<file path="src/rtl/mem_arbiter_if.sv">
// Request port of the memory arbiter: one requester (master)
// talking to one arbiter input (slave).
interface mem_arbiter_if #(
  parameter int ADDR_W = 24
);
  logic              req;
  logic [ADDR_W-1:0] addr;
  logic [15:0]       wdata;
  logic              uds;
  logic              lds;
  logic              rw;
  logic              ack;
  logic              err;
  logic [15:0]       rdata;

  modport master (
    output req, addr, wdata, uds, lds, rw,
    input  ack, err, rdata
  );

  modport slave (
    input  req, addr, wdata, uds, lds, rw,
    output ack, err, rdata
  );
endinterface

</file>
<file path="src/rtl/mem_arbiter.sv">
// Two-port round-robin arbiter and bus sequencer for the
// 16-bit word memory: setup, strobe and release phases.
module mem_arbiter #(
  parameter int ADDR_W  = 24,
  parameter int TIMEOUT = 16
) (
  input  logic              clk,
  input  logic              reset,
  mem_arbiter_if.slave      m0,
  mem_arbiter_if.slave      m1,
  output logic [ADDR_W-1:0] mem_addr,
  output logic [15:0]       mem_wdata,
  output logic              mem_uds,
  output logic              mem_lds,
  output logic              mem_rw,
  input  logic [15:0]       mem_rdata,
  input  logic              mem_ack
);

  typedef enum logic [1:0] {
    IDLE,
    SETUP,
    STROBE,
    DONE
  } state_t;

  state_t      state;
  logic        last_grant;
  logic        gnt;
  logic        uds_q;
  logic        lds_q;
  logic [7:0]  cnt;

  logic        pick1;
  logic        fin;
  logic        fin_err;
  logic [15:0] fin_data;

  // On a tie the port that did not win last time goes first
  assign pick1 = m1.req & (~m0.req | ~last_grant);

  always_comb begin
    fin      = 1'b0;
    fin_err  = 1'b0;
    fin_data = mem_rdata;
    if (state == STROBE) begin
      fin     = mem_ack | (cnt == 8'(TIMEOUT - 1));
      fin_err = ~mem_ack;
      if (!mem_ack) fin_data = 16'hFFFF;
    end
  end

  always_ff @(posedge clk) begin
    if (reset) begin
      state      <= IDLE;
      last_grant <= 1'b1;
      gnt        <= 1'b0;
      uds_q      <= 1'b0;
      lds_q      <= 1'b0;
      cnt        <= 8'd0;
      mem_addr   <= '0;
      mem_wdata  <= 16'h0000;
      mem_uds    <= 1'b0;
      mem_lds    <= 1'b0;
      mem_rw     <= 1'b1;
      m0.ack     <= 1'b0;
      m0.err     <= 1'b0;
      m0.rdata   <= 16'h0000;
      m1.ack     <= 1'b0;
      m1.err     <= 1'b0;
      m1.rdata   <= 16'h0000;
    end else begin
      m0.ack <= 1'b0;
      m0.err <= 1'b0;
      m1.ack <= 1'b0;
      m1.err <= 1'b0;
      unique case (state)
        IDLE: begin
          cnt <= 8'd0;
          if (m0.req || m1.req) begin
            gnt        <= pick1;
            last_grant <= pick1;
            mem_addr   <= pick1 ? m1.addr  : m0.addr;
            mem_wdata  <= pick1 ? m1.wdata : m0.wdata;
            mem_rw     <= pick1 ? m1.rw    : m0.rw;
            uds_q      <= pick1 ? m1.uds   : m0.uds;
            lds_q      <= pick1 ? m1.lds   : m0.lds;
            state      <= SETUP;
          end
        end
        SETUP: begin
          mem_uds <= uds_q;
          mem_lds <= lds_q;
          state   <= STROBE;
        end
        STROBE: begin
          if (fin) begin
            mem_uds <= 1'b0;
            mem_lds <= 1'b0;
            mem_rw  <= 1'b1;
            state   <= DONE;
            if (gnt) begin
              m1.ack   <= 1'b1;
              m1.err   <= fin_err;
              m1.rdata <= fin_data;
            end else begin
              m0.ack   <= 1'b1;
              m0.err   <= fin_err;
              m0.rdata <= fin_data;
            end
          end else begin
            cnt <= cnt + 8'd1;
          end
        end
        DONE: begin
          mem_rw <= 1'b1;
          state  <= IDLE;
        end
        default: state <= IDLE;
      endcase
    end
  end

endmodule

</file>
<file path="src/flat_wrapper.sv">
// flat-port wrapper written by rule: the top's interface ports become plain ports
module mem_arbiter_flat 
#(
  parameter int ADDR_W  = 24,
  parameter int TIMEOUT = 16
)
  (clk, reset, mem_addr, mem_wdata, mem_uds, mem_lds, mem_rw, mem_rdata, mem_ack, m0_req, m0_addr, m0_wdata, m0_uds, m0_lds, m0_rw, m0_ack, m0_err, m0_rdata, m1_req, m1_addr, m1_wdata, m1_uds, m1_lds, m1_rw, m1_ack, m1_err, m1_rdata);
  mem_arbiter_if #(.ADDR_W(ADDR_W)) m0_i ();
  mem_arbiter_if #(.ADDR_W(ADDR_W)) m1_i ();
  input  logic clk;
  input  logic reset;
  output logic [ADDR_W-1:0] mem_addr;
  output logic [15:0] mem_wdata;
  output logic mem_uds;
  output logic mem_lds;
  output logic mem_rw;
  input  logic [15:0] mem_rdata;
  input  logic mem_ack;
  input wire logic [$bits(m0_i.req)-1:0] m0_req;
  input wire logic [$bits(m0_i.addr)-1:0] m0_addr;
  input wire logic [$bits(m0_i.wdata)-1:0] m0_wdata;
  input wire logic [$bits(m0_i.uds)-1:0] m0_uds;
  input wire logic [$bits(m0_i.lds)-1:0] m0_lds;
  input wire logic [$bits(m0_i.rw)-1:0] m0_rw;
  output wire logic [$bits(m0_i.ack)-1:0] m0_ack;
  output wire logic [$bits(m0_i.err)-1:0] m0_err;
  output wire logic [$bits(m0_i.rdata)-1:0] m0_rdata;
  input wire logic [$bits(m1_i.req)-1:0] m1_req;
  input wire logic [$bits(m1_i.addr)-1:0] m1_addr;
  input wire logic [$bits(m1_i.wdata)-1:0] m1_wdata;
  input wire logic [$bits(m1_i.uds)-1:0] m1_uds;
  input wire logic [$bits(m1_i.lds)-1:0] m1_lds;
  input wire logic [$bits(m1_i.rw)-1:0] m1_rw;
  output wire logic [$bits(m1_i.ack)-1:0] m1_ack;
  output wire logic [$bits(m1_i.err)-1:0] m1_err;
  output wire logic [$bits(m1_i.rdata)-1:0] m1_rdata;
  assign m0_i.req = m0_req;
  assign m0_i.addr = m0_addr;
  assign m0_i.wdata = m0_wdata;
  assign m0_i.uds = m0_uds;
  assign m0_i.lds = m0_lds;
  assign m0_i.rw = m0_rw;
  assign m0_ack = m0_i.ack;
  assign m0_err = m0_i.err;
  assign m0_rdata = m0_i.rdata;
  assign m1_i.req = m1_req;
  assign m1_i.addr = m1_addr;
  assign m1_i.wdata = m1_wdata;
  assign m1_i.uds = m1_uds;
  assign m1_i.lds = m1_lds;
  assign m1_i.rw = m1_rw;
  assign m1_ack = m1_i.ack;
  assign m1_err = m1_i.err;
  assign m1_rdata = m1_i.rdata;
  mem_arbiter #(.ADDR_W(ADDR_W), .TIMEOUT(TIMEOUT)) u_core (.clk(clk), .reset(reset), .m0(m0_i), .m1(m1_i), .mem_addr(mem_addr), .mem_wdata(mem_wdata), .mem_uds(mem_uds), .mem_lds(mem_lds), .mem_rw(mem_rw), .mem_rdata(mem_rdata), .mem_ack(mem_ack));
endmodule
</file>
<file path="config.mk">
export PLATFORM = sky130hd
export DESIGN_NAME = mem_arbiter_flat
export DESIGN_NICKNAME = d
export VERILOG_FILES = /design/src/rtl/mem_arbiter_if.sv /design/src/rtl/mem_arbiter.sv /design/src/flat_wrapper.sv
export SDC_FILE = /design/constraint.sdc
export NUM_CORES = 1
export LEC_CHECK = 0
export ABC_AREA = 1
export CAP_MARGIN = 20
export CELL_PAD_IN_SITES_DETAIL_PLACEMENT = 0
export CELL_PAD_IN_SITES_GLOBAL_PLACEMENT = 1
export CORE_MARGIN = 2
export CORE_UTILIZATION = 31
export DETAILED_ROUTE_END_ITERATION = 10
export GPL_ROUTABILITY_DRIVEN = 0
export PLACE_DENSITY_LB_ADDON = 0.1
export REMOVE_ABC_BUFFERS = 1
export SLEW_MARGIN = 20
export SYNTH_ARGS = -nofsm -noshare
export SYNTH_HDL_FRONTEND = slang
export SYNTH_SLANG_ARGS = --single-unit
</file>
<file path="constraint.sdc">
create_clock -name clk -period 4.2 [get_ports clk]
set_input_delay 0.84 -clock clk [delete_from_list [all_inputs] [get_ports clk]]
set_output_delay 0.84 -clock clk [all_outputs]
set_load 0.01 [all_outputs]
</file>
==> summary.txt, run 1 <==
Status
  – Outcome: complete, no violations

Synthesis
  – Leading post-synthesis cells by cell area: dfxtp_1, nand2_1, a31oi_1
  – Syn Area/Cell: 7.34 um^2
  – Syn Inst Count: 566
  – Synth cell types: 26
  – Cell Area, Synth: 0.00416 mm^2
  – Yosys top cell area share: 44.8%
  – Ys Warns: 0
  – Synth Flop Type: dfxtp_1
  – Sequential element share of the synthesized area: 44.8%
  – EDFF count, synth: 0
  – FF+latch count, synth: 93
  – Ys async rst share: 0%
  – Cell taking the most area after synthesis: dfxtp_1

Route
  – Initial drt markers: 204
  – Average wire per cell in the routed design: 14.3 um
  – Avg Vias per Cell: 4.75
  – DRC violations left: 0
  – Via count: 4326
  – Final ANT Viol Nets: 0
  – First-pass DRT Iterations: 4
  – Routed Wire Length: 13.0 mm

Global route
  – Vias in the first global route: 4225
  – Largest net degree at the start of global routing: 44
  – Initial antenna violation count: 0
  – Global-route wire length before repair: 20.6 mm
  – Gr ovfl total: 0
  – Gr usage total: 18.1%

Pwr
  – Pwr Density: 498 mW/mm^2
  – Leak pwr: 0.00245 uW
  – Worst IR Drop VDD: 0.000218 V

Clock network
  – Sink Count: 93
  – H-tree depth: 3
  – CTS clk-pin slew, worst paths: 0.06 ns
  – CTS buffer count: 9
  – # hold bufs at CTS: 0
  – Post-CTS setup-driven buffer insertion count: 0
  – Worst-Skew Late Latency: 0.34 ns
  – TritonCTS clock tree: done
  – Root Driver: clkbuf_16
  – Buffer depth of the longest clock path: 2
  – CTS resizes: 0

STA
  – Number of slew-limit violations in the final report: 0
  – Unrepaired setup endpoints after global routing: no
  – Rel. slew slack: 40.0%
  – F_max: 405 MHz
  – Fin. Hold Viols: 0
  – Period utilization: 58.8%
  – Worst slew pin tran: 0.898 ns
  – Crit path time final: 2.47 ns
  – Setup TNS: 0 ns
  – Worst clock skew: 0.00614 ns
  – Setup violators final: 0

Placed design
  – Detail Placement HPWL: 9.13 mm
  – DP Area: 0.00612 mm^2
  – Port bufs: 185

Final layout
  – Final Cell Area: 0.00640 mm^2
  – Fillers: 1329
  – Ant. Diodes: 0
  – Final Net Count: 841
  – Layout cells sized above 1: 6.68%
  – Area growth syn-to-layout: 54.0%

Min path
  – Hold Startpoint: u_core.m0.rdata[7]
  – Worst hold-check path type: flop to flop

Worst setup path
  – Crit path required time: 4.41 ns
  – Worst EP arrival: 2.68 ns
  – Crit Path Class: flop to flop
  – Critical-path maximum fanout: 19
  – Reg2reg start: u_core.gnt
  – Critical Path End Type: flop
  – Critical path startpoint: u_core.gnt
  – Critical Path Source Type: flop

Floorplan
  – DIE WIDTH: 120 um
  – Die Area: 0.0144 mm^2
  – # IOs: 186
  – Std-Cell Rows: 42
  – Starting Density: 31.5%
  – Core area: 0.0132 mm^2
  – Die height: 120 um

Job
  – Max-Cap Viols: 0
==> layer usage <==
metal | global-route usage (%) | wire length, um | up-vias
li1 | - | - | 2208
met1 | 20.3 | 5370 | 1944
met2 | 30.2 | 6010 | 152
met3 | 7.65 | 1310 | 22
met4 | 7.28 | 292 | 0
met5 | 0 | 0 | -
==> worst paths after layout <==
path                        endpoint  slack [ns]  depth (start not counted)
setup / recovery  u_core.m0.rdata[4]        1.73                          3
hold / removal    u_core.m0.rdata[7]        0.44                          2
setup reg to reg  u_core.m0.rdata[4]        1.73                          3
hold reg to reg   u_core.m0.rdata[7]        0.44                          2
==> critical path, stage by stage, from the launching register on <==
cell and delay [ns]:
dfxtp_1 0.91, clkinv_1 0.81, nand2_4 0.51, a21oi_1 0.11
==> synthesized netlist by cell type, types with 8 or more instances <==
master / instances
a21oi_1: 27
a21oi_2: 18
a31oi_1: 42
buf_2: 8
clkbuf_1: 26
dfxtp_1: 93
inv_1: 61
nand2_1: 151
nand3_1: 19
nand4_1: 34
nor2_1: 17
o21ai_0: 44
==> sequential cells by signal, summed over array words and instances (netlist names), 2 cells and up <==
register and flops:
u_core.cnt 8, u_core.m0.rdata 16, u_core.m1.rdata 16, u_core.mem_addr 24, u_core.mem_wdata 16, u_core.state 2
==> area by class of cell <==
| class | count | area, um^2 | area share [%] |
|---|---|---|---|
| Clock buffer | 14 | 274 | 4.28 |
| Clock inverter | 1 | 5.00 | 0.0782 |
| Inverter | 64 | 240 | 3.75 |
| Multi-Input combinational cell | 368 | 1880 | 29.4 |
| Sequential cell | 93 | 1860 | 29.1 |
| Tap cell | 176 | 220 | 3.44 |
| Timing Repair Buffer | 194 | 1920 | 30.0 |
==> cells in the final DEF (no fill, tap or decap) <==
| master | n |
|---|---|
| clkdlybuf4s50_1 | 185 |
| nand2_1 | 151 |
| dfxtp_1 | 93 |
| inv_1 | 61 |
| o21ai_0 | 44 |
| a31oi_1 | 42 |
| nand4_1 | 34 |
| a21oi_1 | 27 |
| nand3_1 | 19 |
| a21oi_2 | 18 |
| nor2_1 | 16 |
| clkbuf_16 | 9 |
| buf_4 | 9 |
| ha_1 | 4 |
| clkbuf_8 | 3 |
| clkinv_1 | 2 |
| nand3_2 | 2 |
| nand2_4 | 2 |
| nor3b_1 | 2 |
| clkbuf_1 | 2 |
| nor2_4 | 1 |
| inv_2 | 1 |
| nand2_2 | 1 |
| nor2_2 | 1 |
| a21oi_4 | 1 |
| o21bai_1 | 1 |
| xor2_1 | 1 |
| nor3_1 | 1 |
| clkinv_2 | 1 |
==> where the power goes <==
group	internal, uW	leakage [uW]	switching [uW]
combinational	565	0.00155	646
sequential	1080	0.000762	123
clock	446	0.000139	328
==> stage by stage <==
stage / std cells / total power [uW] / setup slack (ns) / util, % / hold WS, ns
after global routing: 910 / 3390 / 1.55 / 48.5 / 0.464
after CTS: 910 / 3220 / 1.66 / 48.5 / 0.444
after global placement: 895 / 2430 / 1.54 / 46.4 / 0.433
after detailed placement: 895 / 2430 / 1.45 / 46.4 / 0.434
final: 910 / 3190 / 1.73 / 48.5 / 0.441
after floorplan: 525 / 1770 / 0.578 / - / 0.429
==> kinds of logic after synthesis <==
kind of cell,count (synthesis),synth area share (%)
AOI/OAI and AO/OA,133,19.2
xor gates and xnor gates,1,0.211
adders and majority gates,4,1.20
buffers and inverters,105,10.2
DFF,93,44.8
and+or+nand+nor,230,24.4
Power figures use the tool's default switching activity.
==> run 2, diff against run 1 <==
- CORE_UTILIZATION: 31 -> 26
- clock period: 4.2 -> 2.2 ns (I/O delays scaled with it)
==> summary.txt, run 2 (synthesized netlist as in run 1, its figures left out) <==
Status
  – Outcome: complete, no violations (unchanged)

Floorplan
  – Starting Density: 26.4% (was 31.5%)
  – DIE WIDTH: 130 um (was 120 um)
  – Die Area: 0.0170 mm^2 (was 0.0144 mm^2)
  – Core area: 0.0158 mm^2 (was 0.0132 mm^2)
  – # IOs: 186 (unchanged)
  – Die height: 130 um (was 120 um)
  – Std-Cell Rows: 46 (was 42)

Placed design
  – Port bufs: 185 (unchanged)
  – DP Area: 0.00628 mm^2 (was 0.00612 mm^2)
  – Detail Placement HPWL: 9.30 mm (was 9.13 mm)

STA
  – Number of slew-limit violations in the final report: 0 (unchanged)
  – F_max: 586 MHz
  – Fin. Hold Viols: 0 (unchanged)
  – Min Hold Slack: 0.447 ns (was 0.441 ns)
  – Rel. slew slack: 77.4% (was 40.0%)
  – Worst slew pin tran: 0.338 ns (was 0.898 ns)
  – Setup violators final: 0 (unchanged)
  – Unrepaired setup endpoints after global routing: no (unchanged)
  – Crit path time final: 1.71 ns
  – Worst clock skew: 0.00824 ns (was 0.00614 ns)
  – Setup TNS: 0 ns (unchanged)
  – Period utilization: 77.6%

Clock network
  – Root Driver: clkbuf_16 (unchanged)
  – # hold bufs at CTS: 0 (unchanged)
  – CTS resizes: 0 (unchanged)
  – Worst-Skew Late Latency: 0.36 ns (was 0.34 ns)
  – H-tree depth: 3 (unchanged)
  – CTS buffer count: 9 (unchanged)
  – Buffer depth of the longest clock path: 2 (unchanged)
  – TritonCTS clock tree: done (unchanged)
  – Sink Count: 93 (unchanged)
  – CTS clk-pin slew, worst paths: 0.07 ns (was 0.06 ns)
  – Post-CTS setup-driven buffer insertion count: 0 (unchanged)

Worst setup path
  – R2R depth: 7 (was 3)
  – Critical-path maximum fanout: 2 (was 19)
  – Crit path buf inv count: 1 (unchanged)
  – Crit path required time: 1.76 ns (was 4.41 ns)
  – Crit path depth: 1 (was 3)
  – Critical Path End Type: output pin (was flop)
  – Worst EP arrival: 1.27 ns (was 2.68 ns)
  – Critical Path Source Type: flop (unchanged)
  – Crit Path Class: flop to output pin (was flop to flop)
  – Critical-path cell list: clkdlybuf4s50_1 (was clkinv_1 > nand2_4 > a21oi_1)
  – Critical path's slowest cell: clkdlybuf4s50_1 (was dfxtp_1)
  – CP top delay family: buffers and inverters (was flip-flops)
  – Largest stage delay on the critical path: 0.57 ns (was 0.91 ns)

Final layout
  – Largest register FFs: 24 (unchanged)
  – Final Cell Area: 0.00659 mm^2 (was 0.00640 mm^2)
  – Most frequent cells in the layout: clkdlybuf4s50_1, nand2_1, dfxtp_1, inv_1, o21ai_0 (unchanged)
  – Ant. Diodes: 0 (unchanged)
  – Area growth syn-to-layout: 58.5% (was 54.0%)
  – Top reg by flops: u_core.mem_addr (unchanged)
  – Layout cells sized above 1: 7.83% (was 6.68%)
  – Final Net Count: 847 (was 841)
  – Fillers: 1618 (was 1329)
  – Commonest non-fill, non-tap cell in the layout: clkdlybuf4s50_1 (unchanged)

Global route
  – Gr ovfl total: 0 (unchanged)
  – Largest net degree at the start of global routing: 66 (was 44)
  – Vias in the first global route: 4074 (was 4225)
  – Gr usage total: 15.5% (was 18.1%)
  – Initial antenna violation count: 0 (unchanged)
  – Global-route wire length before repair: 20.5 mm (was 20.6 mm)

Job
  – Max-Cap Viols: 0 (unchanged)

Pwr
  – Design Power: 6310 uW (was 3190 uW)
  – Worst IR Drop VDD: 0.000420 V (was 0.000218 V)
  – Leak pwr: 0.00251 uW (was 0.00245 uW)
  – Pwr Density: 958 mW/mm^2 (was 498 mW/mm^2)

Route
  – Initial drt markers: 188 (was 204)
  – Via count: 4320 (was 4326)
  – Routed Wire Length: 13.2 mm (was 13.0 mm)
  – Final ANT Viol Nets: 0 (unchanged)
  – Average wire per cell in the routed design: 13.8 um (was 14.3 um)
  – First-pass DRT Iterations: 4 (unchanged)
  – Avg Vias per Cell: 4.51 (was 4.75)
  – DRC violations left: 0 (unchanged)

Min path
  – Worst hold-check path type: flop to flop (unchanged)
  – Worst hold stages: 2 (unchanged)
## run 2: final timing paths
| kind | startpoint | endpoint | slack (ns) |
|---|---|---|---|
| worst max-delay path | u_core.m1.rdata[13] | m1_rdata[13] | 0.49 |
| worst min-delay path | u_core.m0.rdata[15] | u_core.m0.rdata[15] | 0.45 |
| worst max register to register | u_core.state[0] | u_core.cnt[3] | 0.57 |
| worst min register to register | u_core.m0.rdata[15] | u_core.m0.rdata[15] | 0.45 |
## run 2: power by group
group	internal (uW)	leakage (uW)	switching, uW
sequential	2060	0.000762	188
clock	944	0.000148	711
combinational	1140	0.00160	1270
## run 2: stage by stage
stage / worst slack (ns) / cells / utilization (%)
2_1_floorplan: -1.16 / 525 / -
6_report: 0.493 / 957 / 41.8
5_1_grt: 0.384 / 957 / 41.8
3_3_place_gp: 0.348 / 941 / 39.8
3_5_place_dp: 0.272 / 941 / 39.8
4_1_cts: 0.468 / 957 / 41.8
## run 2: layout make-up
type                            count  area (um^2)  share of cell area [%]
Clock buffer                       11          253                    3.84
Clock inverter                      5         58.8                   0.892
Inverter                           64          240                    3.65
Multi-Input combinational cell    368         1880                    28.5
Sequential cell                    93         1860                    28.3
Tap cell                          216          270                    4.10
Timing Repair Buffer              200         2030                    30.8
## run 2: metal layers
metal  track usage [%]  share of wire, %  routed length, um
met5                 0                 0                  0
met4              6.76               1.8                243
met3              6.47               9.7               1280
met2              25.2                46               6060
met1              18.1                43               5620
==> edit (flow settings as in run 1) <==
The 4 states of `state_t` get a one-hot encoding in 4 bits.
--- a/src/rtl/mem_arbiter.sv
+++ b/src/rtl/mem_arbiter.sv
@@ -18,9 +18,9 @@
 );
 
-  typedef enum logic [1:0] {
-    IDLE,
-    SETUP,
-    STROBE,
-    DONE
+  typedef enum logic [3:0] {
+    IDLE   = 4'b0001,
+    SETUP  = 4'b0010,
+    STROBE = 4'b0100,
+    DONE   = 4'b1000
   } state_t;
 
Formal check against the unedited RTL: same outputs for any inputs over 10 cycles, from zero or initial values and one cycle with reset high; not proved beyond that.
==> edit against run 1 <==
  * Global-route usage down 0.10 points
  * Count of clock-buffer cells in the layout down 4
  * Routed wire length down 2.4%
  * Non-clock buffer count down 4
  * Cell area down 1.4%
  * Worst setup slack worse by 0.20 ns
  * First-iteration DRC count up 2.0%
  * Die area down 0.27%
  * Sequential cell count up 2
  * Synthesized area down 0.27%
Power is not compared: it rests on default switching activity, and its combinational part moved more than twofold at a synthesized area within 25%.
==> edit: results (changes against run 1) <==
global_route:
  grt_use_met3_pct: 7.510  # -0.14 points
  use_met2_pct: 29.21  # -0.96 points
  grt_pass1_wl_mm: 20.30  # -1.5%
  grt_max_degree: 65  # +48%
  grt_pass1_vias: 4124  # -2.4%
  use_met1_pct: 21.08  # +0.82 points
setup_path:
  cp.arrival_ns: 2.86  # +0.18 ns
  path_max_fanout: 34  # +15
  critical-path-top-delay-family: "buffers and inverters"
  max_stage_delay_ns: 0.72  # -0.19 ns
cells_and_area:
  synthToLayoutAreaGrowth_pct: 52.28
  fillers: 1343  # +1.1%
  nNetsFinal: 834  # -0.83%
sta:
  worst_pin_slew_ns: 0.9875  # +0.08930 ns
  fin_worst_skew_ns: 0.007035  # +0.0008996 ns
drt:
  drt-initial-drc-count: 208  # +2.0%
  wire_per_inst_um: 13.99  # -1.9%
  vias: 4240  # -2.0%
  wl_met3_mm: 1.322  # +1.1%
  wl_met2_mm: 5.918  # -1.5%
logic_synthesis:
  ys_top_cells_by_count: "nand2_1 (169), dfxtp_1 (95), nor2_1 (44), a31oi_1 (42), o21ai_0 (40)"
  ys_seq_area_share_pct: 45.88  # +1.1 points
  yosysUniqueCellTypes: 28  # +7.7%
place:
  place.detailed.hpwl_mm: 8.787  # -3.8%
status:
  status: "finished, final reports clean"
## edit: layout make-up
type	instances	area [sq um]	area share, %
Clock inverter	5	35.03	0.5550
Clock buffer	10	229.0	3.627
Sequential cell	95	1902	30.13
Tap cell	176	220.2	3.489
Inverter	35	135.1	2.141
Multi-Input combinational cell	395	1902	30.13
Timing Repair Buffer	190	1889	29.93
## edit: cell families (layout without fill, tap and decap cells)
logic type | after synthesis | count (layout) | synth area share, %
compound gates | 117 | 117 | 15.60
xor+xnor | 2 | 2 | 0.4227
fa+ha+maj | 1 | 1 | 0.3018
buf+inv | 72 | 240 | 8.361
flops | 95 | 95 | 45.88
simple gates | 275 | 275 | 29.43
## edit: through the flow
stage               worst slack [ns]  util, %  instances  hold slack, ns  power [mW]
floorplan                      1.061        -        525          0.4287       1.255
global placement               1.086    46.03        891          0.4480       1.574
detailed placement             1.099    46.03        891          0.4539       1.575
CTS                            1.471    48.04        906          0.4641       2.334
global route                   1.312    48.05        906          0.4774       2.428
finish                         1.535    48.05        906          0.4627       2.299
## edit: where the power goes
part / total (mW) / switching (mW) / internal, mW
registers: 1.03 / 0.0493 / 0.980
clock network: 0.748 / 0.349 / 0.399
logic: 0.522 / 0.247 / 0.274
## edit: final timing paths
path	from	endpoint	slack (ns)	cells past startpoint
worst max-delay path	m0_req	u_core.last_grant$_SDFFE_PP1P_	1.54	7
worst min register to register	u_core.m1.rdata[13]$_SDFFE_PP0P_	u_core.m1.rdata[13]$_SDFFE_PP0P_	0.46	2
worst min-delay path	u_core.m1.rdata[13]$_SDFFE_PP0P_	u_core.m1.rdata[13]$_SDFFE_PP0P_	0.46	2
worst max register to register	u_core.cnt[0]$_SDFFE_PP0P_	u_core.m0.err$_SDFF_PP0_	1.74	7
